<file path="config.mk">
export PLATFORM = sky130hd
export DESIGN_NAME = ui_msg_composer
export DESIGN_NICKNAME = d
export VERILOG_FILES = /design/src/rtl/ui_msg_composer.sv
export SDC_FILE = /design/constraint.sdc
export NUM_CORES = 1
export LEC_CHECK = 0
export ABC_AREA = 1
export CAP_MARGIN = 40
export CELL_PAD_IN_SITES_DETAIL_PLACEMENT = 1
export CELL_PAD_IN_SITES_GLOBAL_PLACEMENT = 1
export CORE_MARGIN = 2
export CORE_UTILIZATION = 35
export DETAILED_ROUTE_END_ITERATION = 12
export PLACE_DENSITY = 0.83
export SLEW_MARGIN = 20
export SYNTH_ARGS = -nofsm -noshare
export SYNTH_HDL_FRONTEND = slang
export SYNTH_SLANG_ARGS = --single-unit
</file>
<file path="constraint.sdc">
create_clock -name clk -period 2.5 [get_ports clk]
set_clock_uncertainty 0.15 [all_clocks]
set_input_delay 0.25 -clock clk [delete_from_list [all_inputs] [get_ports clk]]
set_output_delay 0.25 -clock clk [all_outputs]
set_load 0.1 [all_outputs]
</file>
<file path="src/rtl/ui_msg_composer.sv">
// ui_msg_composer: composes a fixed-template UI status message, optionally
// followed by phone digits. It emits the message as a contiguous ASCII burst
// and then holds a GAP_CYCLES idle gap before done.
// Optional one-entry request queue: define UI_MSG_QUEUE_EN.
module ui_msg_composer #(
   parameter int GAP_CYCLES = 2,
   parameter int MAX_DIGITS = 10
) (
   input  logic                    clk,
   input  logic                    reset,
   input  logic                    start,
   input  logic [2:0]              msg_sel,
   input  logic [4*MAX_DIGITS-1:0] phone_num,
   input  logic [3:0]              num_digits,
   output logic [7:0]              ascii_data,
   output logic                    ascii_data_ready,
   output logic                    busy,
   output logic                    done
);

   localparam int PW = 4 * MAX_DIGITS;

   typedef enum logic [1:0] {IDLE, PREFIX, DIGITS, GAP} state_t;

   state_t          state_q;
   logic [7:0]      data_q;
   logic            ready_q;
   logic            busy_q;
   logic            done_q;
   logic [2:0]      msg_q;
   logic [PW-1:0]   phone_q;
   logic [3:0]      nd_q;
   logic [3:0]      idx_q;
   logic [3:0]      gap_q;

   // launch request presented to the FSM while in IDLE
   logic            launch_d;
   logic [2:0]      msg_d;
   logic [PW-1:0]   phone_d;
   logic [3:0]      nd_d;

   // template ROM, each entry right-padded to 10 characters
   function automatic logic [79:0] tmpl_text(input logic [2:0] m);
      case (m)
         3'd0:    tmpl_text = "CALLING   ";
         3'd1:    tmpl_text = "INCOMING  ";
         3'd2:    tmpl_text = "CONNECTED ";
         3'd3:    tmpl_text = "MISSED    ";
         3'd4:    tmpl_text = "CALL ENDED";
         3'd5:    tmpl_text = "LINE BUSY ";
         3'd6:    tmpl_text = "NO ANSWER ";
         default: tmpl_text = "READY     ";
      endcase
   endfunction

   function automatic logic [3:0] tmpl_len(input logic [2:0] m);
      case (m)
         3'd0:    tmpl_len = 4'd8;
         3'd1:    tmpl_len = 4'd9;
         3'd2:    tmpl_len = 4'd10;
         3'd3:    tmpl_len = 4'd7;
         3'd4:    tmpl_len = 4'd10;
         3'd5:    tmpl_len = 4'd9;
         3'd6:    tmpl_len = 4'd9;
         default: tmpl_len = 4'd5;
      endcase
   endfunction

   // templates 0-3 append the phone number
   function automatic logic tmpl_app(input logic [2:0] m);
      return ~m[2];
   endfunction

   function automatic logic [7:0] tmpl_char(input logic [2:0] m, input logic [3:0] i);
      logic [79:0] t;
      t = tmpl_text(m);
      return t[8*(9-int'(i)) +: 8];
   endfunction

   function automatic logic [7:0] digit_ascii(input logic [3:0] d);
      if (d <= 4'd9)       return {4'h3, d};
      else if (d == 4'hA)  return 8'h2A;
      else if (d == 4'hB)  return 8'h23;
      else                 return 8'h3F;
   endfunction

   function automatic logic [3:0] clamp_nd(input logic [3:0] n);
      return (int'(n) > MAX_DIGITS) ? 4'(MAX_DIGITS) : n;
   endfunction

`ifdef UI_MSG_QUEUE_EN
   logic            q_valid_q;
   logic [2:0]      q_msg_q;
   logic [PW-1:0]   q_phone_q;
   logic [3:0]      q_nd_q;

   // a queued request takes priority over a fresh start in IDLE
   always_comb begin
      if (q_valid_q) begin
         launch_d = 1'b1;
         msg_d    = q_msg_q;
         phone_d  = q_phone_q;
         nd_d     = q_nd_q;
      end else begin
         launch_d = start;
         msg_d    = msg_sel;
         phone_d  = phone_num;
         nd_d     = clamp_nd(num_digits);
      end
   end

   // one-entry queue: fill on start while busy, drain when IDLE launches it
   always_ff @(posedge clk) begin
      if (reset) begin
         q_valid_q <= 1'b0;
         q_msg_q   <= '0;
         q_phone_q <= '0;
         q_nd_q    <= '0;
      end else if (state_q != IDLE) begin
         if (start && !q_valid_q) begin
            q_valid_q <= 1'b1;
            q_msg_q   <= msg_sel;
            q_phone_q <= phone_num;
            q_nd_q    <= clamp_nd(num_digits);
         end
      end else if (q_valid_q) begin
         // entry launches this edge; a simultaneous start refills the slot
         q_valid_q <= start;
         if (start) begin
            q_msg_q   <= msg_sel;
            q_phone_q <= phone_num;
            q_nd_q    <= clamp_nd(num_digits);
         end
      end
   end
`else
   // no queue: only a start seen in IDLE launches a message
   always_comb begin
      launch_d = start;
      msg_d    = msg_sel;
      phone_d  = phone_num;
      nd_d     = clamp_nd(num_digits);
   end
`endif

   // message FSM with registered outputs; data_q always holds the character on the bus
   always_ff @(posedge clk) begin
      if (reset) begin
         state_q <= IDLE;
         data_q  <= '0;
         ready_q <= 1'b0;
         busy_q  <= 1'b0;
         done_q  <= 1'b0;
         msg_q   <= '0;
         phone_q <= '0;
         nd_q    <= '0;
         idx_q   <= '0;
         gap_q   <= '0;
      end else begin
         done_q <= 1'b0;
         case (state_q)
            IDLE: begin
               if (launch_d) begin
                  state_q <= PREFIX;
                  msg_q   <= msg_d;
                  phone_q <= phone_d;
                  nd_q    <= nd_d;
                  idx_q   <= '0;
                  data_q  <= tmpl_char(msg_d, 4'd0);
                  ready_q <= 1'b1;
                  busy_q  <= 1'b1;
               end
            end
            PREFIX: begin
               if (idx_q != tmpl_len(msg_q) - 4'd1) begin
                  idx_q  <= idx_q + 4'd1;
                  data_q <= tmpl_char(msg_q, idx_q + 4'd1);
               end else if (tmpl_app(msg_q) && nd_q != '0) begin
                  state_q <= DIGITS;
                  idx_q   <= '0;
                  data_q  <= digit_ascii(phone_q[PW-1 -: 4]);
                  phone_q <= phone_q << 4;
               end else begin
                  state_q <= GAP;
                  ready_q <= 1'b0;
                  data_q  <= '0;
                  gap_q   <= '0;
               end
            end
            DIGITS: begin
               if (idx_q != nd_q - 4'd1) begin
                  idx_q   <= idx_q + 4'd1;
                  data_q  <= digit_ascii(phone_q[PW-1 -: 4]);
                  phone_q <= phone_q << 4;
               end else begin
                  state_q <= GAP;
                  ready_q <= 1'b0;
                  data_q  <= '0;
                  gap_q   <= '0;
               end
            end
            GAP: begin
               if (gap_q == 4'(GAP_CYCLES - 1)) begin
                  state_q <= IDLE;
                  busy_q  <= 1'b0;
                  done_q  <= 1'b1;
               end else begin
                  gap_q <= gap_q + 4'd1;
               end
            end
            default: state_q <= IDLE;
         endcase
      end
   end

   assign ascii_data       = data_q;
   assign ascii_data_ready = ready_q;
   assign busy             = busy_q;
   assign done             = done_q;

endmodule

</file>
* After elaboration in Yosys (flattened, before gate mapping)
Cells that the tools add are included.
** Cells by class
- Eq/ne operators :: 29
- $lt $le $gt $ge :: 2
- Bitwise logic cells :: 2
- Shifts and indexed selects :: 1
- Multiplexer cells :: 46
- Add/subtract/negate cells :: 5
- Reductions and logical operators :: 19
** Operator list (number)
- $pmux 77 s7 :: 2
- $mux 80 :: 3
- $mux 40 :: 4
- $pmux 40 s3 :: 1
- $shiftx 80x8->8 :: 1
- $mux 4 :: 11
- $mux 8 :: 4
- $pmux 4 s3 :: 2
- $pmux 8 s3 :: 1
- $eq 3x3->1 const B :: 6
- $ne 2x2->1 const B :: 8
- $pmux 4 s4 :: 1
- $mux 5 :: 3
- $reduce_and 5->1 :: 3
- $eq 3x2->1 const B :: 4
- $add 4x1->4 const B :: 2
- $eq 4x4->1 const B :: 2
- $mux 2 :: 4
- $ne 4x4->1 :: 2
- $pmux 2 s4 :: 1
- $reduce_and 4->1 :: 2
- $sub 4x1->4 const B :: 2
- $mux 1 :: 7
- $eq 3x1->1 const B :: 2
- other kinds (20) :: 26
** Storage, ports and cells
- Output and inout bits :: 11
- Flip-flop bits (word level) :: 68
- Word-level logic and storage cells :: 114
- Input port bits :: 50

* Logic depth before layout (Yosys ltp)
- Depth after elaboration :: 13
- Depth in mapped cells :: 18
- Gate-level depth less buffers :: 17

* Least setup slack after synthesis
Ideal clock, no wire load.
- Path kind :: reg-to-reg
- From :: reg idx_q[1]
- To :: reg data_q[1], in the netlist ascii_data[1]
- Required time :: 2.279 ns
- Setup time :: 0.071 ns
- Buffers on the path :: 2
- Data arrival time :: 2.355 ns
- Stages on the path, launching flop included :: 17
- Path slack :: -0.076 ns
- Period minus slack after synthesis :: 2.576 ns
- Path through :: dfxtp_1 > ha_1 > inv_1 > clkbuf_1 > ha_1 > clkbuf_1 > nor2_1 > inv_1 > nor2_1 > nand2_1 > nand2_1 > nand2_1 > nand2_1 > nand2_1 > nand2_1 > nand2_1 > a21oi_1
** On the way
- Cells in the longest elaborated chain, start to end :: 5
- Elaborated cells between the ends (all ways) :: 8
** RTL lines
- start, declared :: RTL line 33 : logic [3:0] idx_q;
- start signal, assigned :: RTL line 176 : idx_q <= idx_q + 4'd1;
- start signal, assigned :: RTL line 192 : idx_q <= idx_q + 4'd1;
- $add 4x1->4 :: RTL line 177 : data_q <= tmpl_char(msg_q, idx_q + 4'd1);
- $sub 4x4->5 :: RTL line 77 : return t[8*(9-int'(i)) +: 8];
- $shiftx 80x8->8 :: RTL line 77
- $mux 8 :: RTL line 175 : if (idx_q != tmpl_len(msg_q) - 4'd1) begin
- $pmux 8 s3 (*) :: RTL line 161 : case (state_q)
- end signal, assigned :: RTL line 169 : data_q <= tmpl_char(msg_d, 4'd0);
- end signal, assigned :: RTL line 177
- end signal, assigned :: RTL line 181 : data_q <= digit_ascii(phone_q[PW-1 -: 4]);
- end, declared :: RTL line 26 : logic [7:0] data_q;
Mark *: on every way between the ends. The rest lies on a longest branch, timed or not.
A chain may end at the register's enable or synchronous reset.

* Final worst setup path
- From :: reg msg_q[2]
- To :: reg phone_q[15]
** On the way
- Cells in the longest elaborated chain, start to end :: 9
- Elaborated cells between the ends (all ways) :: 19
** RTL lines
- start, declared :: RTL line 30 : logic [2:0] msg_q;
- start signal, assigned :: RTL line 165 : msg_q <= msg_d;
- $eq 3x3->1 (tied with other cells) :: RTL line 57 : case (m)
- $reduce_or 3->1 (no line) / $reduce_or 2->1 (equally long branches)
- $pmux 4 s4 :: RTL line 57
- $mux 4 :: RTL line 161
- $mux 4 :: RTL line 148 : if (reset) begin
- $sub 4x1->4 :: RTL line 175
- $ne 4x4->1 :: RTL line 175
- $ne 2x2->1 (no line)
- $reduce_and 5->1 (no line) (*)
- end signal, assigned :: RTL line 166 : phone_q <= phone_d;
- end signal, assigned :: RTL line 182 : phone_q <= phone_q << 4;
- end signal, assigned :: RTL line 194 : phone_q <= phone_q << 4;
- end, declared :: RTL line 31 : logic [PW-1:0] phone_q;
Mark *: on every way between the ends. The rest lies on a longest branch, timed or not. The select of a mux whose other input is x is not followed.

==> results_dict.tcl <==
set metrics [dict create \
    status "complete, but fails checks" \
    violations "setup timing" \
    drtIter0Drc 257 \
    fmax_mhz 394.4 \
    dpl_cell_area_um2 5145 \
    finalInstanceArea_um2 5849 \
    r2r_slack_ns -0.04 \
    ant_nets 0 \
    vias_per_cell 5.515 \
    power.static_leakage_nw 2.567 \
    tightest_slew_ns 0.5249 \
    syn_area_um2 4299 \
    grtUsageTotal 0.2387 \
    setup_viol_count_final 5 \
    utilization 0.4870 \
    drc 0 \
    min_path_type "reg2reg" \
    end_kind "flop" \
    die_w_um 114.8 \
    cp.arrival_ns 2.63 \
    ios 61 \
    synth_simple_gate_area_frac 0.3187 \
    irDropWorstVdd_mv 0.5605 \
    syn2layout_area_growth_pct 36.06 \
    reg2reg_to "phone_q[15]" \
    critPathKind "reg2reg" \
    synth_warnings 0 \
    fillCellCount 1565 \
    path_max_fanout 13 \
    synth_top_cell_by_area "dfxtp_1" \
    synth_compound_area_frac 0.2139 \
    clock_latency_ns 0.34 \
    critPathLaunchType "flop" \
    first_pass_iters 8 \
    fp.dieH_um 114.8 \
    synth-adder-area-share 0.03201 \
    diodes 0 \
    pre_cts_ws_ns -0.1461 \
    critical_path_buf_inv_count 5 \
    die_area_um2 13190 \
    worstPathCellList "nor2_4 > inv_2 > o21ai_2 > ha_2 > xor2_1 > o21ai_2 > inv_2 > nand3b_4 > nand2_4 > inv_6 > nor2_4 > buf_12 > clkbuf_16 > o21ai_0 > a31oi_1" \
    htree_levels 3 \
    via_count 5074 \
    hold_end "ascii_data[5]" \
    stdcell_count 920 \
    hold_depth 2 \
    layout_common_cells "216 x nand2_1, 63 x dfxtp_1, 55 x buf_4" \
    dpl.hpwl_um 11200 \
    post_synth_mux_area_share 0 \
    ys_seq_area_frac 0.3120 \
    synth-edff-count 0 \
    critPathTopFamily "buffers and inverters" \
    cts_tree "done" \
    antenna_found_initial 0 \
    fin_ws_ns -0.03541 \
    synthArstFlopShare 0 \
    drive_gt1_frac 0.1682 \
    maxCapViolCount 0 \
    holdWs_ns 0.3229 \
    layout.nets 830 \
    ys_ff_latch 67 \
    core_region_area_um2 12010 \
    cp.required_ns 2.60 \
    synth.top_cells.by_area "dfxtp_1 31%, nand2_1 19%, o21ai_0 8.0%" \
    rr_worst_depth 15 \
    post_drt_wl_per_cell_um 18.52 \
    place.gp.congestion 0.9243 \
    cp_slowest_cell "dfxtp_4" \
    placedCellCount 884 \
    timing.final.crit_share 1.014 \
    layout_commonest_cell "nand2_1" \
    synth_top_area_share 0.3120 \
    synth_xor_area_frac 0.02008 \
    cts.clk_slew.worst_paths_ns 0.06 \
    synthFlopType "dfxtp_1" \
    r2r_start "msg_q[2]" \
    worstHoldStart "ascii_data[5]" \
    grt_max_degree 47 \
    p_total_mw 8.695 \
    cts_max_path_buffers 2 \
    cts_root_buf "clkbuf_16" \
    cts_made_buffers 9 \
    clock_sinks 67 \
    cellPowerDensity_nw_per_um2 1486 \
    grt_pass1_wl_um 25060 \
    final_max_slew_viol_count 0 \
    start_util 0.3579 \
    rows 40 \
    period_needed_ns 2.535 \
    setup-tns-final_ns -0.08595 \
    syn_avg_cell_area_um2 6.294 \
    syn_inst 683 \
    hold_violations 0 \
    cpPeakStageDelay_ns 0.37 \
    grt_pass1_vias 5102 \
    ys_types 38 \
    regArea_um2 1351 \
    multi_input_area_um2 2631 \
    slew_headroom 0.6492 \
    syn-num-nets 744 \
    overflow 0 \
    port_buffers 59 \
    grt_setup_unrepaired "yes" \
    synth_top_family_by_area "simple AND/OR/NAND/NOR gates" \
    holdBufCountCts 0 \
    routed_wl_um 17040 \
]
[per-layer routing]
metal | share of wire | vias up | track usage
li1 | - | 2428 | -
met5 | 0 | - | 0
met3 | 0.049 | 29 | 0.04481
met2 | 0.49 | 157 | 0.4004
met1 | 0.44 | 2460 | 0.3105
met4 | 0.022 | 0 | 0.07791
[tightest hold or removal path, cell delays in order, from the launching register on]
cell,delay [ns]
dfxtp_1,0.31
nand2_1,0.06
a21oi_1,0.05
[state kept, by name (all words and copies together), names as in the netlist]
signal and cells:
done 1, idx_q 4, busy 1, phone_q 40, state_q 2, ascii_data 7, nd_q 4, ascii_data_ready 1
msg_q 3, gap_q 4
[worst max-delay path by stage]
| stage | startpoint | end | cells after the start |
|---|---|---|---|
| 2_1_floorplan | idx_q[1] | ascii_data[1] | 16 |
| 3_5_place_dp | idx_q[0] | ascii_data[6] | 12 |
| 3_3_place_gp | idx_q[0] | ascii_data[6] | 12 |
| 5_1_grt | msg_q[2] | phone_q[15] | 15 |
| 6_report | msg_q[2] | phone_q[15] | 15 |
| 4_1_cts | idx_q[0] | ascii_data[0] | 17 |
[report_power, final]
part           internal (mW)  leakage (nW)  switching [mW]
Sequential              1.53         0.555           0.335
Clock                  0.819         0.144           0.485
Combinational           2.06          1.87            3.47
[what timing repair did]
item	4_1_cts	5_1_grt
gates resized for setup	6	64
cloned	1	3
setup endpoints to repair	42	56
pin swaps	2	8
setup buffers	2	15
[synthesized netlist by cell type (all sizes together), types with 2 or more instances]
| cell | n |
|---|---|
| o22ai | 2 |
| a21oi | 42 |
| buf | 18 |
| a211oi | 4 |
| nand2 | 224 |
| xnor2 | 6 |
| a31oi | 39 |
| clkbuf | 23 |
| nand4 | 8 |
| nor3 | 5 |
| inv | 62 |
| ha | 11 |
| nand3 | 40 |
| dfxtp | 67 |
| nor2 | 42 |
| nand3b | 3 |
| o21ai | 75 |
| o211ai | 3 |
| xor2 | 3 |
[cells by family after synthesis]
group,Yosys count
compound gates,167
xor+xnor,9
fa+ha+maj,11
buf+inv,104
flops,67
other cells,1
simple gates,324
[area by class of cell]
class	instances	area share
tap	147	0.03144
clock buffer	11	0.04321
inverter	63	0.04193
clock inverter	4	0.008556
timing repair buffer	116	0.1940
multi-input combinational	512	0.4498
sequential	67	0.2310
No activity file was read; power rests on OpenSTA's default activity.
==> edit 1, RTL diff (same flow settings) <==
The option `UI_MSG_QUEUE_EN` is turned on by a define.
--- a/src/rtl/ui_msg_composer.sv
+++ b/src/rtl/ui_msg_composer.sv
@@ -4,2 +4,4 @@
 // Optional one-entry request queue: define UI_MSG_QUEUE_EN.
+`define UI_MSG_QUEUE_EN
+
 module ui_msg_composer #(
Check against the original RTL: no difference found for any inputs over 4 cycles, from zero or initial values and one cycle with reset high; that may be too few to reach the edited logic, so the function may still have changed.
==> edit 1 against the unedited design <==
- cell area grew 38%
- synthesized cell count grew 44%
- hold slack lost 27 ps
- sequential cell count rose by 48
- power rose by 49%
- wire length is 24% higher
- non-clock buffer count up 2
- combinational power up 37%
- final cell count is 41% higher
- setup slack better by 100 ps
- synthesized area increased by 45%
- critical path type unchanged
- critical path depth grew 2
==> edit 1: results (changes against the unedited design) <==
[global_routing]
use_met3 = 0.0423  ; -0.00250
grt_usage = 0.228  ; -0.0105
grt_pass1_vias = 7006  ; +37%
met2_usage = 0.397  ; -0.00294
grt_pass1_wl_um = 33800  ; +35%
grt_use_met1 = 0.278  ; -0.0326
grt_max_degree = 52  ; +11%

[critical_path]
cpMaxStageDelayCell = ha_1
r2r-start = idx_q[0]
cp_max_fo = 6  ; -7
reg2reg_to = ascii_data[1]
critPathLaunch = idx_q[0]
crit_family = simple AND/OR/NAND/NOR gates

[worst_hold_path]
min-delay-start = reset
holdPathEnd = idx_q[3]
hp-class = in2reg
whs_path_depth = 4  ; +2

[power_and_ir_drop]
p_leak_nw = 3.51  ; +37%
irDropWorstVdd_mv = 0.960  ; +71%

[clock_network]
htreeDepth = 4  ; +1
worst_skew_pair.late_latency_ps = 430  ; +90 ps
tritoncts.num_buffers = 17  ; +8

[timing]
whs_ps = 296  ; -27.0 ps

[detailed_routing]
dr_wl_met2_um = 10400  ; +24%
dr.pass1.iters = 4  ; -4
wl_met3_um = 775  ; -7.5%
first_iter_violations = 399  ; +55%
via_count = 6884  ; +36%

[layout]
fill_cells = 2258  ; +44%
nets = 1125  ; +36%

[synthesis]
synth.distinct_cells = 33  ; -13%
syn_nets = 1047  ; +41%
ys_seq_area_frac = 0.368  ; +0.0562

[placement]
place_inst = 1258  ; +42%
hpwlAfterDp_um = 14000  ; +25%
dpl_cell_area_um2 = 7250  ; +41%

[run_status]
run_status = finished, final reports clean

-- edit 1: changes by cell type after synthesis, moves of 5 or more --
cell / change
nor2_1: +134
nand2_1: +41
dfxtp_1: +48
a21oi_1: +37
clkbuf_1: +19
nand3_1: +5
o21ai_0: +30
o21ai_1: -5
-- edit 1: timing repair --
item                       in CTS  in global routing
buffers inserted                0                 10
pin swaps                       1                  3
cloned                          0                  2
gates resized for setup         7                 34
setup endpoints to repair      25                 54
-- edit 1: metrics by stage --
stage                     setup WS (ps)   util
after floorplan                    14.4      -
after global placement             51.0  0.417
after detailed placement          -49.0  0.417
after CTS                          15.5  0.450
after global routing              -68.8  0.464
final                              68.8  0.464
-- edit 1: how the worst max path moves through the flow --
| stage | end |
|---|---|
| after floorplan | phone_q[14] |
| after global placement | phone_q[0] |
| after detailed placement | phone_q[0] |
| after CTS | gap_q[3] |
| after global routing | ascii_data[4] |
| final | ascii_data[1] |
-- edit 1: cell type report --
type / instances / share of cell area
inverter: 64 / 0.0308
sequential: 115 / 0.287
clock inverter: 10 / 0.0106
clock buffer: 20 / 0.0579
timing repair buffer: 118 / 0.140
tap: 225 / 0.0350
multi-input combinational: 748 / 0.439
-- edit 1: cell families after synthesis --
| family | Yosys count | synth area share |
|---|---|---|
| AND/OR/NAND/NOR | 494 | 0.314 |
| buffers and inverters | 123 | 0.0800 |
| adder cells (fa/ha/maj) | 11 | 0.0220 |
| XOR/XNOR | 11 | 0.0154 |
| other | 1 | 0.000600 |
| flip-flops | 115 | 0.368 |
| AO/OA/AOI/OAI | 231 | 0.200 |
-- edit 1: power by group --
group          leakage (nW)  total [mW]  internal [mW]  switching, mW
combinational          2.29        7.55           2.77           4.78
clock                 0.265        2.30           1.42          0.884
sequential            0.951        3.14           2.66          0.484
==> edit 2, RTL diff (same flow settings) <==
Without the edit above. Encoding of `state_t`: now Gray code (2 bits for 4 states).
--- a/src/rtl/ui_msg_composer.sv
+++ b/src/rtl/ui_msg_composer.sv
@@ -22,3 +22,3 @@
 
-   typedef enum logic [1:0] {IDLE, PREFIX, DIGITS, GAP} state_t;
+   typedef enum logic [1:0] {IDLE = 2'b00, PREFIX = 2'b01, DIGITS = 2'b11, GAP = 2'b10} state_t;
 
Formal check against the unedited RTL: same outputs for any inputs over 4 cycles, from zero or initial values and one cycle with reset high; so few cycles prove little.
==> edit 2 against the unedited design <==
- the run still ends with negative setup slack left
- setup slack better by 12 ps
- hold slack worse by 6.6 ps
- global-route usage down 1.5 points
- first-iteration DRC count up 2.7%
- synthesized area down 4.1%
- critical path depth unchanged
- cell area down 3.5%
- fmax up 0.49%
- wire length down 9.2%
- sequential cell count unchanged
- critical path type unchanged
Power is not compared: it rests on default switching activity, and its combinational part moved more than twofold at a synthesized area within 25%.
==> edit 2: results (changes against the unedited design) <==
[synthesis]
ys_seq_area_frac = 0.325  ; +0.0133
synth-main-ff-cell = dfxtp_1
yosys_warnings = 0  ; unchanged
ys_top_cells_by_area = dfxtp_1 (33%), nand2_1 (19%), a31oi_1 (5.8%)
syn_nets = 705  ; -5.2%
synthTopCellsByCount = nand2_1 (210), dfxtp_1 (67), inv_1 (48), nand3_1 (47), nor2_1 (46)
async_flop_share = 0  ; unchanged
synthCells = 648  ; -5.1%
synth.distinct_cells = 39  ; +2.6%

[global_routing]
grt_pass1_vias = 4742  ; -7.1%
grt_pass1_wl_um = 22900  ; -8.7%
antenna_found_initial = 0  ; unchanged
grt_max_degree = 43  ; -8.5%
grt_usage = 0.224  ; -0.0151

[detailed_routing]
dr.pass1.iters = 5  ; -3
first_iter_violations = 264  ; +2.7%
via_per_inst = 5.37  ; -2.7%
wire_per_inst_um = 17.5  ; -5.5%

[critical_path]
reg2reg_to = phone_q[18]
cp_max_fo = 6  ; -7
r2r-start = msg_q[0]
cp_data_arrival_time_ps = 2590  ; -40 ps
r2r_cells = 15  ; unchanged

[layout]
n_antenna_cell = 0  ; unchanged
final_cells = 884  ; -3.9%
largest_register = phone_q
largest_reg_flops = 40  ; unchanged
nets = 793  ; -4.5%
fill_cells = 1455  ; -7.0%
drive_above_1_share = 0.158  ; -0.0103

[timing]
tns_ps = -61.9  ; +24.0 ps
setup_slack_ps = -23.1  ; +12.3 ps
setup_viol = 7  ; +2
finalMaxSlewViolations = 0  ; unchanged
worst_pin_slew_ps = 592  ; +67.1 ps

[worst_hold_path]
min-delay-start = phone_q[10]
holdPathEnd = phone_q[14]
hp-class = reg2reg
whs_path_depth = 2  ; unchanged

[clock_network]
htreeDepth = 3  ; unchanged
worst_skew_pair.late_latency_ps = 340  ; about the same
clock-root-buffer = clkbuf_16
tritoncts.num_buffers = 9  ; unchanged
clk_pin_slew_worst_paths_ps = 60  ; about the same
cts_buffer_depth = 2  ; unchanged

[placement]
place_congestion = 0.919  ; -0.62%
place_inst = 850  ; -3.8%
dpl_cell_area_um2 = 4970  ; -3.4%
port_buffers = 59  ; unchanged
hpwlAfterDp_um = 10100  ; -9.9%

[run_status]
failed_checks = negative setup slack
run_status = complete, but fails checks

[die]
fp.coreArea_um2 = 11500  ; -4.5%

[power_and_ir_drop]
irDropWorstVdd_mv = 0.359
p_leak_nw = 2.49
p_int_mw = 2.73

edit 2: changes by cell type in the layout (fill, tap and decap cells not counted), sizes merged, moves of 4 or more:
cell,before,now
inv,61,54
nor2,42,49
nand3,40,47
ha,11,7
o21ai,75,67
nand2,224,211
nor3,5,1
edit 2: timing repair:
| action | 4_1_cts | 5_1_grt |
|---|---|---|
| pin swaps | 4 | 12 |
| hold buffers | 0 | 0 |
| gates cloned | 1 | 3 |
| gates resized for setup | 4 | 39 |
| setup endpoints to repair | 15 | 55 |
| buffers inserted | 1 | 13 |
edit 2: power groups by stage:
stage	Sequential, mW	Combinational (mW)	Clock (mW)
2_1_floorplan	1.48	0.922	0
3_3_place_gp	1.33	1.49	0
3_5_place_dp	1.34	1.53	0
4_1_cts	1.33	1.58	1.32
5_1_grt	1.35	1.97	1.37
6_report	1.34	1.81	1.31
edit 2: cells by family after synthesis:
family / Yosys count / share of synthesized area
compound gates: 152 / 0.204
other cells: 1 / 0.000909
fa+ha+maj: 7 / 0.0212
buf+inv: 90 / 0.100
simple gates: 321 / 0.325
flops: 67 / 0.325
xor+xnor: 10 / 0.0231
edit 2: how the worst max path moves through the flow:
stage	startpoint	end	slack, ps	cells after the start
floorplan	idx_q[1]	ascii_data[2]	130	13
global placement	msg_q[1]	phone_q[3]	160	15
detailed placement	msg_q[1]	phone_q[1]	-20	13
CTS	msg_q[1]	phone_q[8]	-10	14
global route	msg_q[0]	phone_q[18]	-120	15
finish	msg_q[0]	phone_q[18]	-20	15
edit 2: stage by stage:
stage                util  hold slack [ps]  worst slack, ps  power [mW]
floorplan               -              260              130        2.40
global placement    0.433              303              163        2.82
detailed placement  0.433              312            -19.3        2.87
CTS                 0.464              321            -13.4        4.22
global route        0.492              350             -123        4.69
finish              0.492              316            -23.1        4.45
edit 2: area by class of cell:
type	instances	area share
clock buffer	11	0.0430
clock inverter	5	0.0106
inverter	53	0.0353
multi-input combinational	491	0.439
sequential	67	0.240
tap	143	0.0317
timing repair buffer	114	0.201
edit 2: worst max-delay path, stage by stage, from the launching register on:
cell and delay, ps:
dfxtp_4 360, nor2_4 160, nor2_4 60, inv_2 50, nand2_2 60, ha_4 160, xnor2_2 190, xnor2_2 160
nand2_2 100, nor2_4 170, a21oi_4 100, nor2_8 240, buf_12 150, buf_16 110, buf_4 120, a31oi_1 80
edit 2: metal layers:
metal  track usage  part of all wire  vias to the layer above
met5             0                 0                        -
met4        0.0772             0.018                        0
met3        0.0367             0.037                       25
met2         0.392              0.51                      106
met1         0.277              0.43                     2293
li1              -                 -                     2319
